<file path="config.mk">
export PLATFORM = sky130hd
export DESIGN_NAME = mpit_wb
export DESIGN_NICKNAME = d
export VERILOG_FILES = /design/src/rtl/mpit_pkg.sv /design/src/rtl/mpit_prescaler.sv /design/src/rtl/mpit_wb.sv
export SDC_FILE = /design/constraint.sdc
export NUM_CORES = 1
export LEC_CHECK = 0
export CAP_MARGIN = 20
export CORE_MARGIN = 3
export CORE_UTILIZATION = 40
export DETAILED_ROUTE_END_ITERATION = 6
export PLACE_DENSITY = 0.67
export REMOVE_ABC_BUFFERS = 1
export SYNTH_ARGS = -nofsm -noshare
export SYNTH_HDL_FRONTEND = slang
export SYNTH_SLANG_ARGS = --single-unit
</file>
<file path="constraint.sdc">
create_clock -name clk_i -period 5.19 [get_ports clk_i]
set_clock_uncertainty 0.2 [all_clocks]
set_input_delay 1.038 -clock clk_i [delete_from_list [all_inputs] [get_ports clk_i]]
set_output_delay 1.038 -clock clk_i [all_outputs]
set_load 0.01 [all_outputs]
</file>
<file path="src/rtl/mpit_pkg.sv">
// mpit: shared register map, CTRL bit positions and the run/idle state type.
package mpit_pkg;

   localparam logic MPIT_CTRL  = 1'b0;
   localparam logic MPIT_COUNT = 1'b1;

   localparam int CTRL_EN   = 0;
   localparam int CTRL_PER  = 1;
   localparam int CTRL_IE   = 2;
   localparam int CTRL_PEND = 3;

   typedef enum logic {
      IDLE = 1'b0,
      RUN  = 1'b1
   } state_e;

   function automatic logic [15:0] lane_merge(
      input logic [15:0] old,
      input logic [15:0] nw,
      input logic [1:0]  sel
   );
      lane_merge = old;
      if (sel[0]) lane_merge[7:0] = nw[7:0];
      if (sel[1]) lane_merge[15:8] = nw[15:8];
   endfunction

endpackage

</file>
<file path="src/rtl/mpit_prescaler.sv">
// mpit_prescaler: divides clk_i by PRESCALE, one-cycle tick on wrap.
module mpit_prescaler #(
   parameter int PRESCALE = 100
) (
   input  logic clk_i,
   input  logic rst_i,
   input  logic en_i,
   input  logic clr_i,
   output logic tick_o
);

   localparam int PW = (PRESCALE > 1) ? $clog2(PRESCALE) : 1;
   localparam logic [PW-1:0] LAST = PW'(PRESCALE - 1);

   logic [PW-1:0] cnt_q;

   // With PRESCALE=1 the counter sits at 0 and LAST is 0: tick every cycle.
   assign tick_o = en_i && (cnt_q == LAST);

   always_ff @(posedge clk_i or negedge rst_i) begin
      if (!rst_i) begin
         cnt_q <= '0;
      end else if (clr_i || !en_i || tick_o) begin
         cnt_q <= '0;
      end else begin
         cnt_q <= cnt_q + PW'(1);
      end
   end

endmodule

</file>
<file path="src/rtl/mpit_wb.sv">
// mpit_wb: programmable interval timer, Wishbone classic slave (CTRL/COUNT).
module mpit_wb
   import mpit_pkg::*;
#(
   parameter int PRESCALE  = 100,
   parameter int CNT_WIDTH = 16
) (
   input  logic        clk_i,
   input  logic        rst_i,
   input  logic [15:0] wb_dat_i,
   output logic [15:0] wb_dat_o,
   input  logic [31:0] wb_adr_i,
   input  logic [1:0]  wb_sel_i,
   input  logic        wb_we_i,
   input  logic        wb_cyc_i,
   input  logic        wb_stb_i,
   output logic        wb_ack_o,
   output logic        irq_o
);

   state_e               state_q, state_d;
   logic                 per_q, per_d;
   logic                 ie_q, ie_d;
   logic                 pend_q, pend_d;
   logic [CNT_WIDTH-1:0] count_q, count_d;
   logic [CNT_WIDTH-1:0] reload_q, reload_d;
   logic                 ack_q;
   logic [15:0]          dat_q;
   logic                 irq_q;

   logic        req, wr, wr_ctrl, wr_cnt;
   logic        tick, presc_clr;
   logic [15:0] ctrl_rd, rdata;
   logic        adr_unused;

   assign adr_unused = ^{wb_adr_i[31:2], wb_adr_i[0]};

   // A new request is only taken while ack is low: one ack per two cycles.
   assign req     = wb_cyc_i && wb_stb_i && !ack_q;
   assign wr      = req && wb_we_i;
   assign wr_ctrl = wr && (wb_adr_i[1] == MPIT_CTRL) && wb_sel_i[0];
   assign wr_cnt  = wr && (wb_adr_i[1] == MPIT_COUNT) && (|wb_sel_i);

   assign ctrl_rd = {12'h000, pend_q, ie_q, per_q, state_q == RUN};
   assign rdata   = (wb_adr_i[1] == MPIT_COUNT) ? count_q : ctrl_rd;

   assign presc_clr = wr_cnt ||
                      (wr_ctrl && (state_q == IDLE) && wb_dat_i[CTRL_EN]);

   mpit_prescaler #(
      .PRESCALE (PRESCALE)
   ) u_presc (
      .clk_i  (clk_i),
      .rst_i  (rst_i),
      .en_i   (state_q == RUN),
      .clr_i  (presc_clr),
      .tick_o (tick)
   );

   always_comb begin
      state_d  = state_q;
      per_d    = per_q;
      ie_d     = ie_q;
      pend_d   = pend_q;
      count_d  = count_q;
      reload_d = reload_q;

      if (wr_ctrl && wb_dat_i[CTRL_PEND]) pend_d = 1'b0;

      // Expiry is applied after W1C so a coincident set wins.
      case (state_q)
         RUN: begin
            if (tick && !wr_cnt) begin
               if (count_q != '0) begin
                  count_d = count_q - CNT_WIDTH'(1);
               end else begin
                  pend_d = 1'b1;
                  if (per_q) count_d = reload_q;
                  else       state_d = IDLE;
               end
            end
         end
         default: ;
      endcase

      if (wr_ctrl) begin
         state_d = wb_dat_i[CTRL_EN] ? RUN : IDLE;
         per_d   = wb_dat_i[CTRL_PER];
         ie_d    = wb_dat_i[CTRL_IE];
      end

      if (wr_cnt) begin
         count_d  = lane_merge(count_q, wb_dat_i, wb_sel_i);
         reload_d = lane_merge(reload_q, wb_dat_i, wb_sel_i);
      end
   end

   always_ff @(posedge clk_i or negedge rst_i) begin
      if (!rst_i) begin
         state_q  <= IDLE;
         per_q    <= 1'b0;
         ie_q     <= 1'b0;
         pend_q   <= 1'b0;
         count_q  <= '0;
         reload_q <= '0;
         ack_q    <= 1'b0;
         dat_q    <= '0;
         irq_q    <= 1'b0;
      end else begin
         state_q  <= state_d;
         per_q    <= per_d;
         ie_q     <= ie_d;
         pend_q   <= pend_d;
         count_q  <= count_d;
         reload_q <= reload_d;
         ack_q    <= req;
         dat_q    <= req ? rdata : '0;
         irq_q    <= pend_q && ie_q;
      end
   end

   assign wb_ack_o = ack_q;
   assign wb_dat_o = dat_q;
   assign irq_o    = irq_q;

endmodule

</file>
==> run metrics <==
# DRC=0; register area share after synthesis=50.0%; Site Rows=31; Finished Layout Cells=442; startpoint types=input pin; largest net degree at the start of global routing=62; Post-synth ARST share=100%; Detailed Route WL=6.93 mm; Max Fanout on Critical Path=16; most common flop cell mapped by yosys=dfrtp_1; Vias=2402; drt first pass iters=4; gr ovfl total=0; RSZ-0062 raised after global routing=false; Clock Tree Buf Depth=2; status=finished, final reports clean; placer's final routability congestion estimate=0.811; H-Tree Level Count=3; layout cell share with drive strength beyond 1=11.7%; # clock sinks=61; # diodes=0; slowest cell on the critical path=clkdlybuf4s50_1; die width=93.3 um; vias in the first global route=2356; Tot GR Track Use=17.3%; Fin Hold WS=0.256 ns; Post-Syn Area=3050 um^2; CTS tree=yes; Yosys Warn Count=0; initial antenna violation count=0; post-synth top area share=50.0%; Power, Total=1450 uW; CP Data Required Time=5.22 ns; synthesis-to-layout area growth=23.3%; CTS Hold Buffers Added=0; Final TNS setup=0 ns; die area=8710 um^2; Pleak=0.00161 uW; syn avg cell area=10.2 um^2; layout net count=396; number of synthesized flops with an enable pin=0; # resized after CTS=0; Slowest Stage Delay on Critical Path=0.73 ns; CTS root buf=clkbuf_8; final slew viol count=0; antenna-violating nets left=0; WP buf/inv=1; synthesis-stage register bit count=61; first-pass GRT wire length=11.8 mm; Worst-path clk slew=0.07 ns; Clock Latency Late Sink=0.34 ns; Setup crit end kind=register; P per Cell Area=386 nW/um^2; Worst Max-Slew Pin Slew=0.760 ns; Arrival @ worst endpoint=3.80 ns; Synth top cells by count=61 x dfrtp_1, 53 x nand2_1, 25 x nor2_1; first-iteration detailed-routing DRC count=151; post-layout min period=3.77 ns; post-CTS setup buffers=0; Unique masters post-synth=51; final hold violations=0; CP cell instances=clkdlybuf4s50_1 -> and4b_1 -> nand3_1 -> a32oi_4 -> nand2_1 -> o22a_1; PortBufs=41; Max Cap Viol=0; Mapped Cells=298; cell count after placement=426; count leader, synth=dfrtp_1; fin crit share=72.6%; Crit Path Class=in2reg; top cells by area, synth=dfrtp_1 50%, nand2_1 6.5%, mux2_2 3.7%; hold crit path type=reg2reg; routed wire length per instance=15.7 um; VDD IR max=0.150 mV; relative slew slack=49.2%; family with the most delay on the worst path=simple AND/OR/NAND/NOR gates; DP HPWL=4.63 mm; Ports=73; TritonCTS buffer count=9; Synth area leader=dfrtp_1; Core Area=7330 um^2; max frequency=0.265 GHz; setup violators final=0; via/cell ratio=5.43; die height=93.3 um; initial core utilization=41.6%
-- where the power goes --
part / internal [uW] / total [uW] / switching, uW
Sequential: 553 / 649 / 95.8
Clock: 322 / 512 / 190
Combinational: 149 / 293 / 143
Total: 1020 / 1450 / 429
-- layout make-up --
type,count,area [um^2]
Fill cell,664,3570
Multi-Input combinational cell,216,1420
Tap cell,99,124
Inverter,7,26.3
Clock buffer,13,179
Clock inverter,3,65.1
Sequential cell,61,1530
Timing Repair Buffer,43,420
-- per-layer routing --
metal	routed length (um)	vias up	global-route usage [%]
li1	-	1145	-
met5	0	-	0
met4	93	0	7.57
met2	3290	65	26.5
met1	3210	1182	23.3
met3	339	10	4.26
-- stage by stage --
step,area (um^2),worst slack [ns],util [%]
2_1_floorplan,2970,2.15,-
3_3_place_gp,3520,1.16,48.0
3_5_place_dp,3520,1.07,48.0
4_1_cts,3760,1.44,51.3
5_1_grt,3760,1.24,51.3
6_report,3760,1.42,51.3
-- registers in the layout, indices dropped and copies added, names as in the netlist, 7 cells and up --
name / count
wb_dat_o: 16
count_q: 16
u_presc.cnt_q: 7
reload_q: 16
-- worst reg2reg max path: cells and delay by family, from the launching register on --
kind               cells  cell delay, ns
AOI/OAI and AO/OA      2            0.83
and+or+nand+nor        3            1.20
DFF                    1            0.40
-- cells by family after synthesis --
kind of cell               count (synthesis)  synth area share [%]
adders and majority gates                  3                  1.23
DFF                                       61                  50.0
muxes                                     15                  5.33
xor gates and xnor gates                  10                  2.87
AOI/OAI and AO/OA                         58                  14.0
buffers and inverters                     21                  3.40
and+or+nand+nor                          130                  23.1
-- cells in the final DEF, fill, tap and decap left out, types with 2 or more instances in the layout --
master | Yosys | layout
mux2i_1 | 5 | 5
a211oi_1 | 4 | 4
nor2_1 | 25 | 25
o211ai_1 | 7 | 7
buf_4 | 1 | 2
or3_1 | 2 | 2
dfrtp_1 | 61 | 61
nor4_1 | 2 | 2
xnor2_1 | 5 | 5
o221ai_1 | 2 | 2
nand2_1 | 53 | 53
inv_1 | 7 | 7
and4_1 | 2 | 2
clkdlybuf4s50_1 | 0 | 40
nor3_1 | 2 | 2
a21oi_1 | 9 | 9
and4b_1 | 2 | 2
o31ai_1 | 4 | 4
o22a_1 | 4 | 4
xor2_1 | 5 | 5
nand3_1 | 14 | 14
nor4_2 | 2 | 2
bufinv_16 | 0 | 2
and2_1 | 11 | 11
mux2_2 | 10 | 10
or4_1 | 4 | 4
clkbuf_8 | 0 | 13
ha_1 | 3 | 3
a31oi_1 | 9 | 9
o21ai_0 | 10 | 10
-- worst paths after layout --
check | startpoint | end | slack (ns) | depth (start not counted)
max in group asynchronous | rst_i | wb_dat_o[11]$_DFF_PN0_ | 3.64 | 2
worst min register to register | u_presc.cnt_q[0]$_DFF_PN0_ | u_presc.cnt_q[0]$_DFF_PN0_ | 0.26 | 1
min in group asynchronous | rst_i | count_q[4]$_DFFE_PN0P_ | 0.65 | 2
worst min-delay path | u_presc.cnt_q[0]$_DFF_PN0_ | u_presc.cnt_q[0]$_DFF_PN0_ | 0.26 | 1
worst max register to register | wb_ack_o$_DFF_PN0_ | count_q[10]$_DFFE_PN0P_ | 2.46 | 5
worst max-delay path | wb_adr_i[1] | count_q[10]$_DFFE_PN0P_ | 1.42 | 6
Note: power is estimated with default switching activity, not from simulation.
==> patch (same flow settings) <==
Reset style: synchronous (`rst_i`), changed in 2 clocked blocks.
--- a/src/rtl/mpit_prescaler.sv
+++ b/src/rtl/mpit_prescaler.sv
@@ -19,3 +19,3 @@
 
-   always_ff @(posedge clk_i or negedge rst_i) begin
+   always_ff @(posedge clk_i) begin
       if (!rst_i) begin
--- a/src/rtl/mpit_wb.sv
+++ b/src/rtl/mpit_wb.sv
@@ -97,3 +97,3 @@
 
-   always_ff @(posedge clk_i or negedge rst_i) begin
+   always_ff @(posedge clk_i) begin
       if (!rst_i) begin
Behaviour: differs if rst_i is asserted again (counterexample within 4 cycles, from zero or initial values and one cycle with rst_i low); with rst_i held inactive, the same outputs for 10 cycles.
==> patch against the unedited design <==
  * Global-route usage up 0.37 points
  * First-iteration DRC count rose by 34%
  * Wire length increased by 3.6%
  * Die area is 5.5% lower
  * Worst setup slack improved by 410 ps
  * Critical endpoint is now count_q[7]$_SDFFE_PN0P_
  * Non-clock buffer count increased by 1
  * Synthesized area is 5.9% lower
  * Sequential cell count unchanged
  * Highest routed layer unchanged
  * Cell area down 6.6%
Power is not compared: it rests on default switching activity, and its combinational part moved more than twofold at a synthesized area within 25%.
==> patch: results (changes against the unedited design) <==
.. list-table::
   :header-rows: 1

   * - Metric
     - Value
   * - R2r endpoint
     - count_q[11]$_SDFFE_PN0P_
   * - Highest fanout seen on the critical path
     - 11 (-5)
   * - Overall via count from detail_route
     - 2600 (+8.2%)
   * - Worst reg2reg path startpoint
     - count_q[5]$_SDFFE_PN0P_
   * - Data arrival time of the critical path
     - 3430 ps (-370 ps)
   * - Measured slew at the worst slew-check pin
     - 972 ps (+212 ps)
   * - Fraction of final layout cells with drive strength greater than 1
     - 7.61% (-4.1 points)
   * - Number of nets in the finished design
     - 434 (+9.6%)
   * - Destination of the worst hold path
     - u_presc.cnt_q[0]$_SDFF_PP0_
   * - Async set or reset register ratio after synthesis
     - 0% (-100 points)
   * - RePlAce Congestion
     - 0.898 (+11%)
   * - Status
     - complete, no violations
   * - Filler cells
     - 701 (+5.6%)
   * - List of most frequent post-synthesis cells
     - sky130_fd_sc_hd__dfxtp_1 (61), sky130_fd_sc_hd__nand2_1 (51), sky130_fd_sc_hd__nor2_1 (28)
   * - Cells on worst reg2reg path
     - 6 (+1)
   * - Global-route wire length before repair
     - 11.6 mm (-1.3%)
   * - End of the critical path
     - count_q[7]$_SDFFE_PN0P_
   * - Startpoint of the worst hold path
     - u_presc.cnt_q[0]$_SDFF_PP0_
   * - Part of the Yosys area used for sequential elements
     - 42.5% (-7.5 points)
   * - Later-pin clock latency in the skew report
     - 350 ps
   * - Synthesized area divided by synthesized cell count
     - 8.37 um^2 (-18%)
   * - Vias in the first global route
     - 2282 (-3.1%)
   * - Post-CTS resize count
     - 0 (unchanged)
   * - Setup slack on the worst flop-to-flop path
     - 2140 ps (-320 ps)
   * - Top area cells in the synthesized netlist
     - sky130_fd_sc_hd__dfxtp_1 (43%), sky130_fd_sc_hd__nand2_1 (6.7%), sky130_fd_sc_hd__a21oi_1 (4.7%)
   * - DRC marker count from the first detailed-route iteration
     - 202 (+34%)
   * - Top Family by Delay on Critical Path
     - compound AO/OA/AOI/OAI gates
   * - Post-detailed-placement half-perimeter wirelength
     - 4.91 mm (+6.1%)
   * - Wire length after detailed routing
     - 7.18 mm (+3.6%)
   * - Aggregate global-route resource usage
     - 17.7% (+0.37 points)
   * - Number of unique standard cell types used by synthesis
     - 48 (-5.9%)
   * - Pin count of the biggest net entering global routing
     - 22 (-65%)
## patch: changes by cell type after synthesis, moves of 5 or more
cell                       change
sky130_fd_sc_hd__dfrtp_1      -61
sky130_fd_sc_hd__o21ai_0       +8
sky130_fd_sc_hd__clkbuf_1      +7
sky130_fd_sc_hd__nor3_1        +7
sky130_fd_sc_hd__dfxtp_1      +61
sky130_fd_sc_hd__and3_1        +7
sky130_fd_sc_hd__a21oi_1      +18
sky130_fd_sc_hd__nand4_1       +5
sky130_fd_sc_hd__mux2_2        -8
sky130_fd_sc_hd__nor4_1        +5
## patch: final cells by class
cell class	count	share of cell area [%]
clock buffers	9	3.53
clock inverters	7	2.56
inverters	7	0.748
multi-input cells	253	42.7
flip-flops and latches	61	34.8
well taps	96	3.42
repair buffers	44	12.3
## patch: metrics by stage
stage | util (%) | instances | setup slack [ps] | instance area, um^2 | hold slack (ps)
2_1_floorplan | - | 321 | 2280 | 2750 | 213
3_3_place_gp | 48.0 | 461 | 1600 | 3300 | 227
3_5_place_dp | 48.0 | 461 | 1530 | 3300 | 242
4_1_cts | 51.1 | 477 | 1870 | 3510 | 251
5_1_grt | 51.1 | 477 | 1630 | 3510 | 275
6_report | 51.1 | 477 | 1830 | 3510 | 248
## patch: logic make-up after synthesis
family | share of synthesized area, %
AOI/OAI and AO/OA | 16.9
xor gates and xnor gates | 3.66
adders and majority gates | 1.31
buffers and inverters | 5.23
DFF | 42.5
muxes | 3.57
and+or+nand+nor | 26.8
## patch: layer usage
layer / global-route usage [%] / vias to the layer above / share of wire [%]
met5: 0 / - / 0
li1: - / 1284 / -
met1: 24.2 / 1206 / 47
met3: 5.50 / 12 / 7.1
met4: 5.74 / 0 / 1.6
met2: 26.4 / 98 / 44
